`src/rtl/mult8x8_sequencer.sv`:
```
// 8x8 unsigned multiplier that time-shares one 4x4 array core over four
// nibble-pair steps, accumulating shifted partial products into 16 bits.

module Multiplier4x4 (
    input  logic [3:0] a,
    input  logic [3:0] b,
    output logic [7:0] p
);

    // Array multiplier: one shifted row of a per set bit of b.
    always_comb begin
        p = '0;
        for (int i = 0; i < 4; i++) begin
            if (b[i]) begin
                p = p + ({4'b0000, a} << i);
            end
        end
    end

endmodule

module mult8x8_sequencer (
    input  logic        clk,
    input  logic        rst,
    input  logic        start,
    input  logic [7:0]  a,
    input  logic [7:0]  b,
    output logic        busy,
    output logic        done,
    output logic [15:0] product
);

    localparam logic [2:0] IDLE = 3'd0;
    localparam logic [2:0] P0   = 3'd1;
    localparam logic [2:0] P1   = 3'd2;
    localparam logic [2:0] P2   = 3'd3;
    localparam logic [2:0] P3   = 3'd4;
    localparam logic [2:0] DONE = 3'd5;

    logic [2:0]  state;
    logic [7:0]  ra;
    logic [7:0]  rb;
    logic [15:0] acc;
    logic [3:0]  core_a;
    logic [3:0]  core_b;
    logic [7:0]  pp;
    logic [15:0] pp_shifted;

    Multiplier4x4 u_core (
        .a (core_a),
        .b (core_b),
        .p (pp)
    );

    // NOTE: every output of a combinational block gets a default first so
    // unlisted states cannot infer a latch.
    always_comb begin
        core_a     = '0;
        core_b     = '0;
        pp_shifted = '0;
        case (state)
            P0: begin
                core_a     = ra[3:0];
                core_b     = rb[3:0];
                pp_shifted = {8'h00, pp};
            end
            P1: begin
                core_a     = ra[7:4];
                core_b     = rb[3:0];
                pp_shifted = {4'h0, pp, 4'h0};
            end
            P2: begin
                core_a     = ra[3:0];
                core_b     = rb[7:4];
                pp_shifted = {4'h0, pp, 4'h0};
            end
            P3: begin
                core_a     = ra[7:4];
                core_b     = rb[7:4];
                pp_shifted = {pp, 8'h00};
            end
            default: ;
        endcase
    end

    // NOTE: sequential state uses non-blocking assignments so every register
    // samples pre-edge values regardless of statement order.
    always_ff @(posedge clk or posedge rst) begin
        if (rst) begin
            state   <= IDLE;
            ra      <= '0;
            rb      <= '0;
            acc     <= '0;
            product <= '0;
        end else begin
            case (state)
                IDLE, DONE: begin
                    if (start) begin
                        ra    <= a;
                        rb    <= b;
                        acc   <= '0;
                        state <= P0;
                    end else begin
                        state <= IDLE;
                    end
                end
                P0, P1, P2: begin
                    acc   <= acc + pp_shifted;
                    state <= state + 3'd1;
                end
                P3: begin
                    product <= acc + pp_shifted;
                    state   <= DONE;
                end
                default: state <= IDLE;
            endcase
        end
    end

    // Outputs are decoded from state only; no input reaches them combinationally.
    assign busy = (state == P0) || (state == P1) || (state == P2) || (state == P3);
    assign done = (state == DONE);

endmodule

```
`config.mk`:
```
export PLATFORM = sky130hd
export DESIGN_NAME = mult8x8_sequencer
export DESIGN_NICKNAME = d
export VERILOG_FILES = /design/src/rtl/mult8x8_sequencer.sv
export SDC_FILE = /design/constraint.sdc
export NUM_CORES = 1
export LEC_CHECK = 0
export BUFFER_PORTS_ARGS = -buffer_cell sky130_fd_sc_hd__buf_2
export CORE_UTILIZATION = 56
export CTS_BUF_LIST = sky130_fd_sc_hd__clkbuf_8
export CTS_CLUSTER_SIZE = 16
export DETAILED_ROUTE_END_ITERATION = 10
export GPL_TIMING_DRIVEN = 0
export PLACE_DENSITY = 0.91
export SYNTH_ARGS = -nofsm -noshare
export SYNTH_HDL_FRONTEND = slang
export SYNTH_SLANG_ARGS = --single-unit
```
`constraint.sdc`:
```
create_clock -name clk -period 5.9 [get_ports clk]
set_input_delay 1.18 -clock clk [delete_from_list [all_inputs] [get_ports clk]]
set_output_delay 1.18 -clock clk [all_outputs]
set_load 0.1 [all_outputs]
```
### Word level (Yosys, flattened, before mapping)

Cells that the tools add are included.

| word-level totals | value |
|---|---|
| register bits | 51 |
| logic and storage cells | 41 |
| input bits | 19 |
| output and inout bits | 18 |

| operators by class | value |
|---|---|
| add/subtract/negate cells | 5 |
| equal/unequal tests | 6 |
| mux-type cells | 11 |
| reductions and logical operators | 14 |

Operator list:

| operator | count |
|---|---|
| 16-bit one-hot mux with 3 select lines | 1 |
| 16-bit one-hot mux with 2 select lines | 1 |
| 8-bit 2-to-1 mux | 3 |
| 16-bit adder | 1 |
| 16-bit 2-to-1 mux | 1 |
| 4-bit one-hot mux with 2 select lines | 2 |
| 2-bit OR reduction | 6 |
| 3-bit one-hot mux with 3 select lines | 1 |
| 8-bit by 5-bit adder with 8-bit output | 1 |
| 8-bit by 6-bit adder with 8-bit output | 1 |
| 8-bit by 7-bit adder with 8-bit output | 1 |
| 3-bit by 2-bit == test with 1-bit output (second input constant) | 2 |
| 3-bit == test (second input constant) | 2 |
| 4-bit 2-to-1 mux | 1 |
| 2-bit AND reduction | 2 |
| 3-bit by 1-bit adder with 3-bit output (second input constant) | 1 |
| 3-bit by 1-bit == test with 1-bit output (second input constant) | 1 |
| 3-bit zero test | 1 |
| 1-bit logical OR | 3 |
| 3-bit OR reduction | 1 |
| 2-bit inequality test (second input constant) | 1 |
| 2-bit nonzero test | 1 |
| 1-bit 2-to-1 mux | 1 |

### Logic depth before layout (Yosys ltp)

Gate-level depths: netlist of run 1.

| depth | value |
|---|---|
| depth in word-level cells | 13 |
| mapped depth | 30 |
| gate-level depth less buffers | 28 |

### Modules after synthesis

A second synthesis of run 1 with hierarchy kept.

| unflattened totals | value |
|---|---|
| cell total of the unflattened synthesis | 391 |
| area, all modules | 3687.3 um2 |

By module, submodules not included:

| module | cells each | instances | area each (um2) |
|---|---|---|---|
| mult8x8_sequencer | 320 | 1 | 3114.2 |
| Multiplier4x4 | 71 | 1 | 573.0 |

### Worst setup path before layout of run 1

No wires, ideal clock.

| timing | value |
|---|---|
| kind | reg2reg |
| start | reg state[0] |
| end | reg acc[15] |
| required time | 5780 ps |
| stages on the path, launching flop included | 28 |
| period minus slack after synthesis | 6212 ps |
| setup time | 120 ps |
| data arrival time | 6091 ps |
| setup slack | -312 ps |
| cell sequence | dfrtp_1 ha_1 nand2b_1 clkbuf_1 nand2b_1 a22oi_1 inv_1 fa_1 xnor2_1 nor2_1 or2_2 fa_1 xor2_1 mux2_2 ha_1 a21o_1 a21oi_1 xnor2_1 a21oi_1 o22ai_1 ha_1 clkbuf_1 nand2_1 o21ai_0 a21oi_1 and3b_1 or2_0 a31o_2 |

| on the way | value |
|---|---|
| longest elaborated chain between the ends | 13 |
| elaborated cells on any way between the ends | 28 |
| those cells by class | add/sub (4); eq/ne (6); mux (8); reduce/logical (10) |

RTL lines:

| element | line | source |
|---|---|---|
| from (decl) | 40 | `logic [2:0] state;` |
| from (signal assigned) | 109 | `state <= state + 3'd1;` |
| 3-bit by 2-bit == test with 1-bit output (tied with other cells) | 61, 96 |  |
| 2-bit OR reduction (no source line) | -- |  |
| 4-bit one-hot mux with 2 select lines | 61 | `case (state)` |
| 4-bit 2-to-1 mux | 14 | `if (b[i]) begin` |
| 8-bit by 5-bit adder with 8-bit output | 15 | `p = p + ({4'b0000, a} << i);` |
| 8-bit 2-to-1 mux | 14 |  |
| 8-bit by 6-bit adder with 8-bit output | 15 |  |
| 8-bit 2-to-1 mux | 14 |  |
| 8-bit by 7-bit adder with 8-bit output | 15 |  |
| 8-bit 2-to-1 mux | 14 |  |
| 16-bit one-hot mux with 3 select lines | 61 |  |
| 16-bit adder | 108 | `acc <= acc + pp_shifted;` |
| 16-bit one-hot mux with 2 select lines | 96 | `case (state)` |
| to (signal assigned) | 108 |  |
| to (decl) | 43 | `logic [15:0] acc;` |

Several ways; a longest one is shown, not always the timed one.
A chain may end at the register's enable or synchronous reset.

### Worst setup path in the final report of run 1

| timing | value |
|---|---|
| start | reg state[0] |
| end | reg product[9] |

| on the way | value |
|---|---|
| longest elaborated chain between the ends | 12 |
| elaborated cells on any way between the ends | 20 |
| those cells by class | add/sub (4); eq/ne (4); mux (7); reduce/logical (5) |

RTL lines:

| element | line | source |
|---|---|---|
| 3-bit by 2-bit == test with 1-bit output (tied with other cells) | 61 |  |
| 2-bit OR reduction (no source line) | -- |  |
| 4-bit one-hot mux with 2 select lines | 61 |  |
| 4-bit 2-to-1 mux | 14 |  |
| 8-bit by 5-bit adder with 8-bit output | 15 |  |
| 8-bit 2-to-1 mux | 14 |  |
| 8-bit by 6-bit adder with 8-bit output | 15 |  |
| 8-bit 2-to-1 mux | 14 |  |
| 8-bit by 7-bit adder with 8-bit output | 15 |  |
| 8-bit 2-to-1 mux | 14 |  |
| 16-bit one-hot mux with 3 select lines | 61 |  |
| 16-bit adder | 112 | `product <= acc + pp_shifted;` |
| to (signal assigned) | 112 |  |
| to (decl) | 30 | `output logic [15:0] product` |

Several ways; a longest one is shown, not always the timed one.

==> results by group, run 1 <==
Synthesis
  – Synth area leaders: dfrtp_1 35%, ha_1 11%, mux2_2 8.1%
  – Ys Warns: 0
  – Post-Syn Area: 3600 um2
  – Unique masters post-synth: 55
  – Sequential area share after synthesis: 0.354
  – Flip-flop and latch count after synthesis: 51
  – Post-synth ARST share: 1.00
  – Dominant cell type by area after synthesis: dfrtp_1
  – Synthesized net count: 428
  – Most used DFF post-synth: dfrtp_1
  – Avg Cell Area, Syn: 9.64 um2
  – Yosys top cell area share: 0.354
  – Post-synth EDFFs: 0
  – Synth Instances: 374

Place
  – Dpl cells: 486
  – Placer Congestion: 0.942
  – Final HPWL DP: 6470 um
  – Placed Area: 3920 um2
  – Port Buffers: 36
  – DP Worst Slack: -734 ps

Worst setup path
  – Worst path buffer plus inverter count: 2
  – CP top delay family: compound AO/OA/AOI/OAI gates
  – Reg-to-Reg End: product[9]
  – Crit path kind: flip-flop to flip-flop
  – Critical path capture point type: flip-flop
  – CP max FO: 7
  – Critical path launch point type: flip-flop
  – Crit Reg-Reg Startpoint: state[0]
  – Worst EP required: 6160 ps
  – Slowest CP cell: dfrtp_2
  – Slowest stage delay, CP: 460 ps
  – Worst R2R Path Depth: 27
  – Critical path arrival: 6970 ps
  – Worst reg2reg setup slack: -810 ps

STA
  – Fin worst setup slack: -815 ps
  – Final Hold Fails: 0
  – Max-Slew Margin vs Limit: 0.408
  – RSZ-0062 raised after global routing: true
  – Hold Slack: 483 ps
  – Least-Margin Pin Slew: 885 ps
  – Minimum clock period: 6710 ps
  – Final setup fails: 22
  – Max-slew violations: 0
  – Fmax: 149 MHz
  – Clock skew: 22.0 ps
  – Fin crit share: 1.14

Power and ir drop
  – Leakage power: 2.13 nW
  – PwrDens: 633 nW/um2
  – Max VDD drop: 556 uV
  – Total design power: 3.00 mW

Clock tree
  – CTS tree: done
  – Hold-fix buffers at CTS: 0
  – Clock root buffer: clkbuf_8
  – Worst-path clk slew: 100 ps
  – Worst-Skew Late Latency: 320 ps
  – CTS Buffer Depth: 2
  – Htree depth: 2
  – TritonCTS buffer count: 5
  – CTS sink cnt: 51

Floorplanning
  – # IOs: 37
  – Std-Cell Rows: 28
  – DIE AREA: 6760 um2
  – Die Wd: 82.2 um
  – Starting density of the core: 0.595
  – Die height: 82.2 um
  – Core ar.: 6060 um2

Min path
  – Hold crit path type: flip-flop to flip-flop
  – HP Start: product[2]
  – Hold path depth: 2
  – Hold Crit Endpoint: product[2]

Layout
  – # diodes: 0
  – Area Overhead vs Synth: 31.3%
  – Final nets: 503
  – Share of cells above drive strength 1: 0.431
  – Finished Cell Area: 4730 um2
  – Finished Layout Cells: 525

Run status
  – Outcome: finished, violations left
  – Failing checks: negative setup slack

Drt
  – Antenna viol nets, final: 0
  – Vias/cell: 7.58
  – First-pass iteration count of the detailed router: 7
  – Vias: 3,977
  – WL/cell: 26.8 um
  – DRC violations left: 0
  – Overall routed net length: 14,100 um
  – Initial DRC count: 545

Global route
  – Number of global-route vias before repair: 3,557
  – All-Layer GR Usage: 0.352
  – First-pass GRT wire length: 17,700 um
  – Antenna violations before repair: 0
  – Largest net degree at the start of global routing: 45
  – Grt ovf: 0

Flow run
  – Max_cap viols: 0
[flip-flops by register name, indices dropped and copies added, names as in the netlist]
name	count
product	16
state	3
ra	8
rb	8
acc	16
[worst max-delay path by stage]
| stage | from | end | slack [ps] | cells past startpoint |
|---|---|---|---|---|
| 2_1_floorplan | state[0] | acc[14] | 20 | 27 |
| 3_3_place_gp | state[0] | acc[15] | -540 | 27 |
| 3_5_place_dp | state[0] | acc[15] | -730 | 27 |
| 4_1_cts | state[1] | acc[14] | -60 | 26 |
| 5_1_grt | state[1] | product[9] | -890 | 26 |
| 6_report | state[0] | product[9] | -810 | 27 |
[routing by layer]
layer  vias up  share of wire  GRT usage
met1      1838           0.34      0.434
met4         0          0.092      0.247
met5         -              0          0
met2       441           0.44      0.545
met3       172           0.13     0.0802
li1       1526              -          -
[through the flow]
step / util / TNS (ps)
detailed placement: 0.646 / -8780
global placement: 0.643 / -5660
CTS: 0.731 / -202
global route: 0.781 / -10850
floorplan: - / 0
finish: 0.781 / -10150
[report_power, final]
| part | total [mW] | internal (mW) | switching [mW] |
|---|---|---|---|
| clock | 0.211 | 0.0817 | 0.129 |
| combinational | 2.20 | 0.777 | 1.42 |
| sequential | 0.587 | 0.478 | 0.109 |
[Yosys cell counts, drive strengths merged (4+ instances only)]
cell type	count
dfrtp	51
nand2	35
ha	31
o21ai	28
mux2	27
a21oi	23
nor2	22
inv	13
a21o	11
o31ai	11
clkbuf	10
xnor2	10
a22o	7
nor2b	7
xor2	7
a22oi	6
nor3	6
o22ai	6
nand2b	5
nand3	5
a211oi	4
buf	4
fa	4
or2	4
[logic make-up (layout without fill, tap and decap cells)]
kind of cell,Yosys count,count (layout),synth area share
buf+inv,27,103,0.0305
xor+xnor,17,17,0.0413
mux,30,30,0.0937
fa+ha+maj,35,35,0.130
flops,51,51,0.354
compound gates,118,118,0.223
simple gates,96,96,0.127
[worst register-to-register path, stage by stage, from the launching register on]
cell	delay, ps
dfrtp_2	460
inv_2	90
ha_4	200
mux2_4	310
a22oi_2	320
buf_4	230
a21oi_2	90
fa_2	420
xnor2_2	200
nor2_2	70
or2_4	310
ha_4	210
a21o_1	180
a21oi_2	210
xnor2_1	130
mux2_4	340
ha_4	320
a21oi_4	70
xnor2_2	140
a21oi_2	260
o22ai_1	130
ha_2	380
a21oi_4	210
nand2_2	120
o21ai_2	390
o21ai_1	200
xor2_1	440
mux2_2	240
[final cells by class]
| type | instances | area [um2] |
|---|---|---|
| clock inverters | 3 | 16.3 |
| fillers | 298 | 1330 |
| repair buffers | 70 | 459 |
| plain buffers | 12 | 71.3 |
| flip-flops and latches | 51 | 1280 |
| well taps | 75 | 93.8 |
| inverters | 13 | 48.8 |
| multi-input cells | 296 | 2700 |
| clock buffers | 5 | 68.8 |
[cells in the final DEF (no fill, tap or decap), types with 6 or more instances in the layout]
cell / instances
buf_4: 32
buf_2: 37
o21ai_1: 7
nand2_1: 30
o31ai_1: 11
o21ai_0: 12
inv_1: 9
a21o_1: 11
clkbuf_8: 6
a21oi_1: 10
ha_2: 6
a22o_1: 6
nor3_1: 6
mux2_4: 6
ha_1: 15
a21oi_2: 9
ha_4: 10
mux2_2: 21
dfrtp_1: 50
nor2_1: 19
clkbuf_1: 6
xor2_1: 7
[timing repair]
action / CTS / global route
endpoints found under the hold margin: 0 / 0
cloned: 0 / 0
setup endpoints to repair: 19 / 22
buffers inserted: 27 / 7
gates resized for setup: 56 / 60
pin swaps: 29 / 42
(Power assumes the default switching activity.)
==> run 2, diff against run 1 <==
- RECOVER_POWER: unset -> 50
==> run 2 against run 1 <==
  * The flow finishes with violations (max-capacitance violations, max-slew violations, negative setup slack)
  * Register-to-register slack better by 50 ps
  * Count of clock-buffer cells in the layout unchanged
  * Power up 0.44%
  * Combinational power about the same
  * Largest power group unchanged
==> results by group, run 2 (synthesis results as in run 1) <==
Run status
  – Outcome: finished, violations left
  – Failing checks: max-capacitance violations, max-slew violations, negative setup slack

Worst setup path
  – Crit path kind: flip-flop to flip-flop
  – Critical path capture point type: flip-flop
  – Critical path arrival: 6930 ps
  – Worst R2R Path Depth: 27
  – Worst reg2reg setup slack: -770 ps
  – Reg-to-Reg End: product[9]
  – Worst EP required: 6160 ps
  – Critical path launch point type: flip-flop
  – Crit Reg-Reg Startpoint: state[1]
  – Worst setup path end: product[9]
  – CP max FO: 4
  – Critical path origin: state[1]

Place
  – Port Buffers: 36
  – Placer Congestion: 0.942
  – Final HPWL DP: 6470 um

Clock tree
  – CTS Buffer Depth: 2
  – Worst-Skew Late Latency: 330 ps
  – CTS tree: done
  – Clock root buffer: clkbuf_8
  – Worst-path clk slew: 100 ps
  – TritonCTS buffer count: 5
  – Htree depth: 2
  – CTS sink cnt: 51

Global route
  – Number of global-route vias before repair: 3,557
  – First-pass GRT wire length: 17,700 um
  – Antenna violations before repair: 0
  – All-Layer GR Usage: 0.352
  – Largest net degree at the start of global routing: 45
  – Grt ovf: 0

Power and ir drop
  – Clk pwr share: 0.072
  – Switch share: 0.556
  – Logic gate share of total power: 0.733
  – Leakage power: 2.12 nW
  – NetSw: 1.67 mW
  – Sequential group share of total power: 0.195
  – Max VDD drop: 556 uV
  – P_int: 1.33 mW
  – PwrDens: 638 nW/um2

STA
  – Fin crit share: 1.13
  – Final setup TNS: -8930 ps
  – Fin worst setup slack: -768 ps
  – Fmax: 150 MHz
  – Final setup fails: 22
  – Final Hold Fails: 0
  – Max-slew violations: 45
  – Least-Margin Pin Slew: 2390 ps
  – RSZ-0062 raised after global routing: true
  – Clock skew: 18.5 ps
  – Max-Slew Margin vs Limit: -0.595
  – Minimum clock period: 6670 ps

Floorplanning
  – Std-Cell Rows: 28
  – DIE AREA: 6760 um2
  – Die height: 82.2 um
  – Starting density of the core: 0.595
  – Die Wd: 82.2 um
  – Core ar.: 6060 um2
  – # IOs: 37

Layout
  – Multi-input gate area: 2700 um2
  – Commonest non-fill, non-tap cells in the layout: 50 x dfrtp_1, 37 x buf_2, 32 x buf_4
  – Share of cells above drive strength 1: 0.427
  – # diodes: 0
  – Registers with the most flip-flops: acc: 16 flops, product: 16 flops
  – Final nets: 503
  – Register area: 1280 um2
  – Final core occ: 0.778
  – Area Overhead vs Synth: 30.8%
  – Most common cell after layout, fill and taps aside: dfrtp_1
  – Fill cell count: 301

Flow run
  – Max_cap viols: 1

Drt
  – Initial DRC count: 576
  – Vias/cell: 7.53
  – WL/cell: 27.0 um
  – Antenna viol nets, final: 0
  – DRC violations left: 0
  – Vias: 3,952
  – Overall routed net length: 14,200 um
  – First-pass iteration count of the detailed router: 7

Min path
  – Hold crit path type: flip-flop to flip-flop
## run 2: power by group through the flow
stage / Sequential [mW] / Combinational [mW] / Clock, mW
after floorplan: 0.810 / 0.931 / 0
after global placement: 0.559 / 1.43 / 0
after detailed placement: 0.569 / 1.49 / 0
after CTS: 0.566 / 1.77 / 0.205
after global routing: 0.592 / 2.25 / 0.216
final: 0.587 / 2.21 / 0.216
## run 2: repair_timing
item,in CTS,in global routing
pin swaps,29,42
buffers inserted,27,7
hold buffers,0,0
gates resized for setup,56,60
setup endpoints to repair,19,22
## run 2: worst max-delay path, cell delays in order (launching register included)
cell and delay, ps:
dfrtp_1 450, buf_6 150, ha_4 150, mux2_4 300
a22oi_2 300, nor2_1 80, ha_2 210, fa_2 420
xnor2_2 200, nor2_2 70, or2_4 310, ha_4 210
a21o_1 180, a21oi_2 210, xnor2_1 130, mux2_4 340
ha_4 320, a21oi_4 70, xnor2_2 140, a21oi_2 270
o22ai_1 140, ha_2 380, a21oi_4 210, nand2_2 120
o21ai_2 390, o21ai_1 200, xor2_1 450, mux2_2 240
## run 2: worst min path at each step
stage	slack, ps	depth (start not counted)	end	from
3_3_place_gp	460	2	product[11]	product[11]
5_1_grt	520	2	acc[10]	acc[10]
4_1_cts	490	2	product[2]	product[2]
2_1_floorplan	450	2	acc[7]	acc[7]
3_5_place_dp	470	2	product[2]	product[2]
6_report	490	2	product[2]	product[2]
## run 2: cell type report
| type | instances | share of cell area |
|---|---|---|
| buffer | 12 | 0.0151 |
| clock buffer | 5 | 0.0146 |
| clock inverter | 3 | 0.00345 |
| inverter | 13 | 0.0103 |
| multi-input combinational | 296 | 0.572 |
| sequential | 51 | 0.271 |
| tap | 75 | 0.0199 |
| timing repair buffer | 70 | 0.0939 |
## run 2: per-layer routing
layer  vias to the layer above  share of wire  track usage  wire length (um)
li1                       1528              -            -                 -
met5                         -              0            0                 0
met1                      1798           0.34        0.434              4860
met3                       169           0.13       0.0802              1900
met2                       457           0.43        0.545              6100
met4                         0          0.093        0.247              1310
## run 2: metrics by stage
stage / cells / hold slack (ps) / total power [mW] / area [um2] / worst slack (ps)
4_1_cts: 520 / 485 / 2.54 / 4430 / -64.9
6_report: 525 / 487 / 3.01 / 4720 / -768
3_3_place_gp: 485 / 458 / 1.99 / 3900 / -539
2_1_floorplan: 374 / 453 / 1.74 / 3620 / 16.7
3_5_place_dp: 486 / 466 / 2.06 / 3920 / -734
5_1_grt: 525 / 518 / 3.06 / 4720 / -890
==> run 3, diff against run 2 <==
- ABC_AREA: unset -> 1
==> run 3 against run 2 <==
  * Die area up 5.0%
  * Clock power rose by 25%
  * Sequential cell count did not move
  * Register-to-register slack improved by 1000 ps
  * Global-route usage fell by 7.5 points
  * Design area decreased by 8.1%
  * Clock skew decreased by 7.1 ps
  * The run ends with design-rule violations, max-capacitance violations, max-slew violations left
  * Sequential power down 7.0%
  * Routed wire length is 35% lower
  * Critical path type unchanged
  * Worst setup slack improved by 1000 ps
  * Fmax rose by 19%
==> results by group, run 3 <==
Layout
  – # diodes: 0
  – Final nets: 644
  – Registers with the most flip-flops: acc: 16 flops, product: 16 flops
  – Most common cell after layout, fill and taps aside: nand2_1
  – Fill cell count: 551
  – Commonest non-fill, non-tap cells in the layout: 206 x nand2_1, 59 x inv_1, 51 x dfrtp_1
  – Share of cells above drive strength 1: 0.171
  – Finished Layout Cells: 668
  – Area Overhead vs Synth: 14.4%

Run status
  – Outcome: finished, violations left
  – Failing checks: design-rule violations, max-capacitance violations, max-slew violations

Drt
  – First-pass iteration count of the detailed router: 8
  – DRC violations left: 2
  – Vias: 3,636
  – Overall routed net length: 9180 um
  – Antenna viol nets, final: 0
  – Vias/cell: 5.44
  – Initial DRC count: 200
  – WL/cell: 13.7 um

Place
  – Final HPWL DP: 7050 um
  – Port Buffers: 36
  – Dpl cells: 651
  – Placer Congestion: 0.924

Worst setup path
  – Worst EP required: 6120 ps
  – Crit Reg-Reg Startpoint: state[0]
  – Slowest CP cell: fa_1
  – Worst reg2reg setup slack: 280 ps
  – Crit path kind: flip-flop to flip-flop
  – Slowest stage delay, CP: 500 ps
  – CP top delay family: adder cells
  – Critical path origin: state[0]
  – Worst R2R Path Depth: 32
  – Reg-to-Reg End: product[14]
  – CP max FO: 7
  – Critical path arrival: 5850 ps
  – CP dominant cell by count: nand2_1
  – Critical path capture point type: flip-flop
  – Worst path buffer plus inverter count: 4
  – Critical path launch point type: flip-flop

Floorplanning
  – Core ar.: 6420 um2
  – Starting density of the core: 0.590
  – DIE AREA: 7100 um2
  – Std-Cell Rows: 29
  – Die Wd: 84.3 um
  – Die height: 84.3 um
  – # IOs: 37

STA
  – Final setup fails: 0
  – Clock skew: 11.3 ps
  – Fmax: 178 MHz
  – Final Hold Fails: 0
  – Fin crit share: 0.953
  – Hold Slack: 481 ps
  – Minimum clock period: 5620 ps
  – Least-Margin Pin Slew: 1580 ps
  – Max-Slew Margin vs Limit: -0.0545
  – Max-slew violations: 29

Clock tree
  – CTS sink cnt: 51
  – CTS Buffer Depth: 2
  – Htree depth: 2
  – Clock root buffer: clkbuf_8
  – Worst-path clk slew: 100 ps
  – CTS tree: done
  – Worst-Skew Late Latency: 320 ps
  – TritonCTS buffer count: 5
  – Hold-fix buffers at CTS: 0

Synthesis
  – Most used DFF post-synth: dfrtp_1
  – Dominant cell type by area after synthesis: dfrtp_1
  – Avg Cell Area, Syn: 7.06 um2
  – Leading cell type by number of instances after synthesis: nand2_1
  – Yosys top cell area share: 0.337
  – Synthesized net count: 591
  – Synth Instances: 537
  – Unique masters post-synth: 30
  – Post-synth EDFFs: 0
  – Sequential area share after synthesis: 0.337
  – Synth top cells by count: 208 x nand2_1, 59 x inv_1, 51 x dfrtp_1, 42 x nand3_1, 31 x ha_1
  – Post-Syn Area: 3790 um2
  – Synth area leaders: dfrtp_1 34%, nand2_1 21%, ha_1 10%
  – Ys Warns: 0
  – Post-synth ARST share: 1.00
  – Flip-flop and latch count after synthesis: 51

Min path
  – HP Start: rb[5]
  – Hold crit path type: flip-flop to flip-flop
  – Hold path depth: 2
  – Hold Crit Endpoint: rb[5]

Power and ir drop
  – Leakage power: 2.54 nW
  – Total design power: 2.37 mW
  – Max VDD drop: 288 uV
  – PwrDens: 547 nW/um2

Global route
  – Number of global-route vias before repair: 3,546
  – Grt ovf: 0
  – First-pass GRT wire length: 15,700 um
  – All-Layer GR Usage: 0.277
  – Largest net degree at the start of global routing: 29
  – Antenna violations before repair: 0

Flow run
  – Max_cap viols: 1
==> run 3: cell types whose count changed after synthesis, moves of 7 or more <==
| cell | before | now |
|---|---|---|
| nand2_1 | 35 | 208 |
| inv_1 | 13 | 59 |
| nand3_1 | 5 | 42 |
| mux2_2 | 26 | 0 |
| o31ai_1 | 11 | 0 |
| a21o_1 | 11 | 1 |
| nand2_2 | 0 | 9 |
| nand3b_1 | 0 | 8 |
| a22o_1 | 7 | 0 |
==> run 3: logic make-up after synthesis <==
kind of cell	after synthesis	share of synthesized area
flip-flops	51	0.337
adder cells (fa/ha/maj)	35	0.124
buffers and inverters	73	0.0753
AND/OR/NAND/NOR	314	0.363
XOR/XNOR	9	0.0208
AO/OA/AOI/OAI	55	0.0806
==> run 3: area by class of cell <==
class	count	area, um2	share of cell area
multi-input cells	413	2300	0.532
flip-flops and latches	51	1280	0.294
repair buffers	46	251	0.0580
inverters	65	244	0.0563
well taps	77	96.3	0.0222
clock buffers	6	82.6	0.0191
plain buffers	8	40.0	0.00924
clock inverters	2	38.8	0.00895
==> run 3: metrics by stage <==
| step | instance area [um2] | utilization | setup TNS, ps | worst slack, ps |
|---|---|---|---|---|
| after floorplan | 3790 | - | 0 | 623 |
| after global placement | 4070 | 0.633 | -568 | -140 |
| after detailed placement | 4090 | 0.636 | -2060 | -253 |
| after CTS | 4220 | 0.657 | 0 | 87.4 |
| after global routing | 4330 | 0.675 | -353 | -88.5 |
| final | 4330 | 0.675 | 0 | 276 |
==> run 3: how the worst max path moves through the flow <==
stage	end	slack [ps]	cells past startpoint
after floorplan	product[14]	620	30
after global placement	product[10]	-140	31
after detailed placement	acc[10]	-250	31
after CTS	acc[10]	90	31
after global routing	product[14]	-90	32
final	product[14]	280	32
==> run 3: worst reg2reg max path: cells and delay by family, from the launching register on <==
kind                       cells  cell delay (ps)
adders and majority gates      8             2390
DFF                            1              420
buffers and inverters          4              380
and+or+nand+nor               18             2020
AOI/OAI and AO/OA              2              330
==> run 3: where the power goes <==
group | internal, mW | switching [mW]
clock | 0.140 | 0.129
sequential | 0.474 | 0.0720
combinational | 0.453 | 1.10
==> run 3: layer usage <==
metal,GRT usage,wire length [um],up-vias
li1,-,-,1817
met1,0.358,4080,1688
met2,0.470,4360,110
met3,0.0511,555,21
met4,0.0909,181,0
met5,0,0,-
==> run 3: what timing repair did <==
action	4_1_cts	5_1_grt
setup buffers	0	9
setup endpoints to repair	20	20
pin swaps	0	4
gates resized for setup	3	19
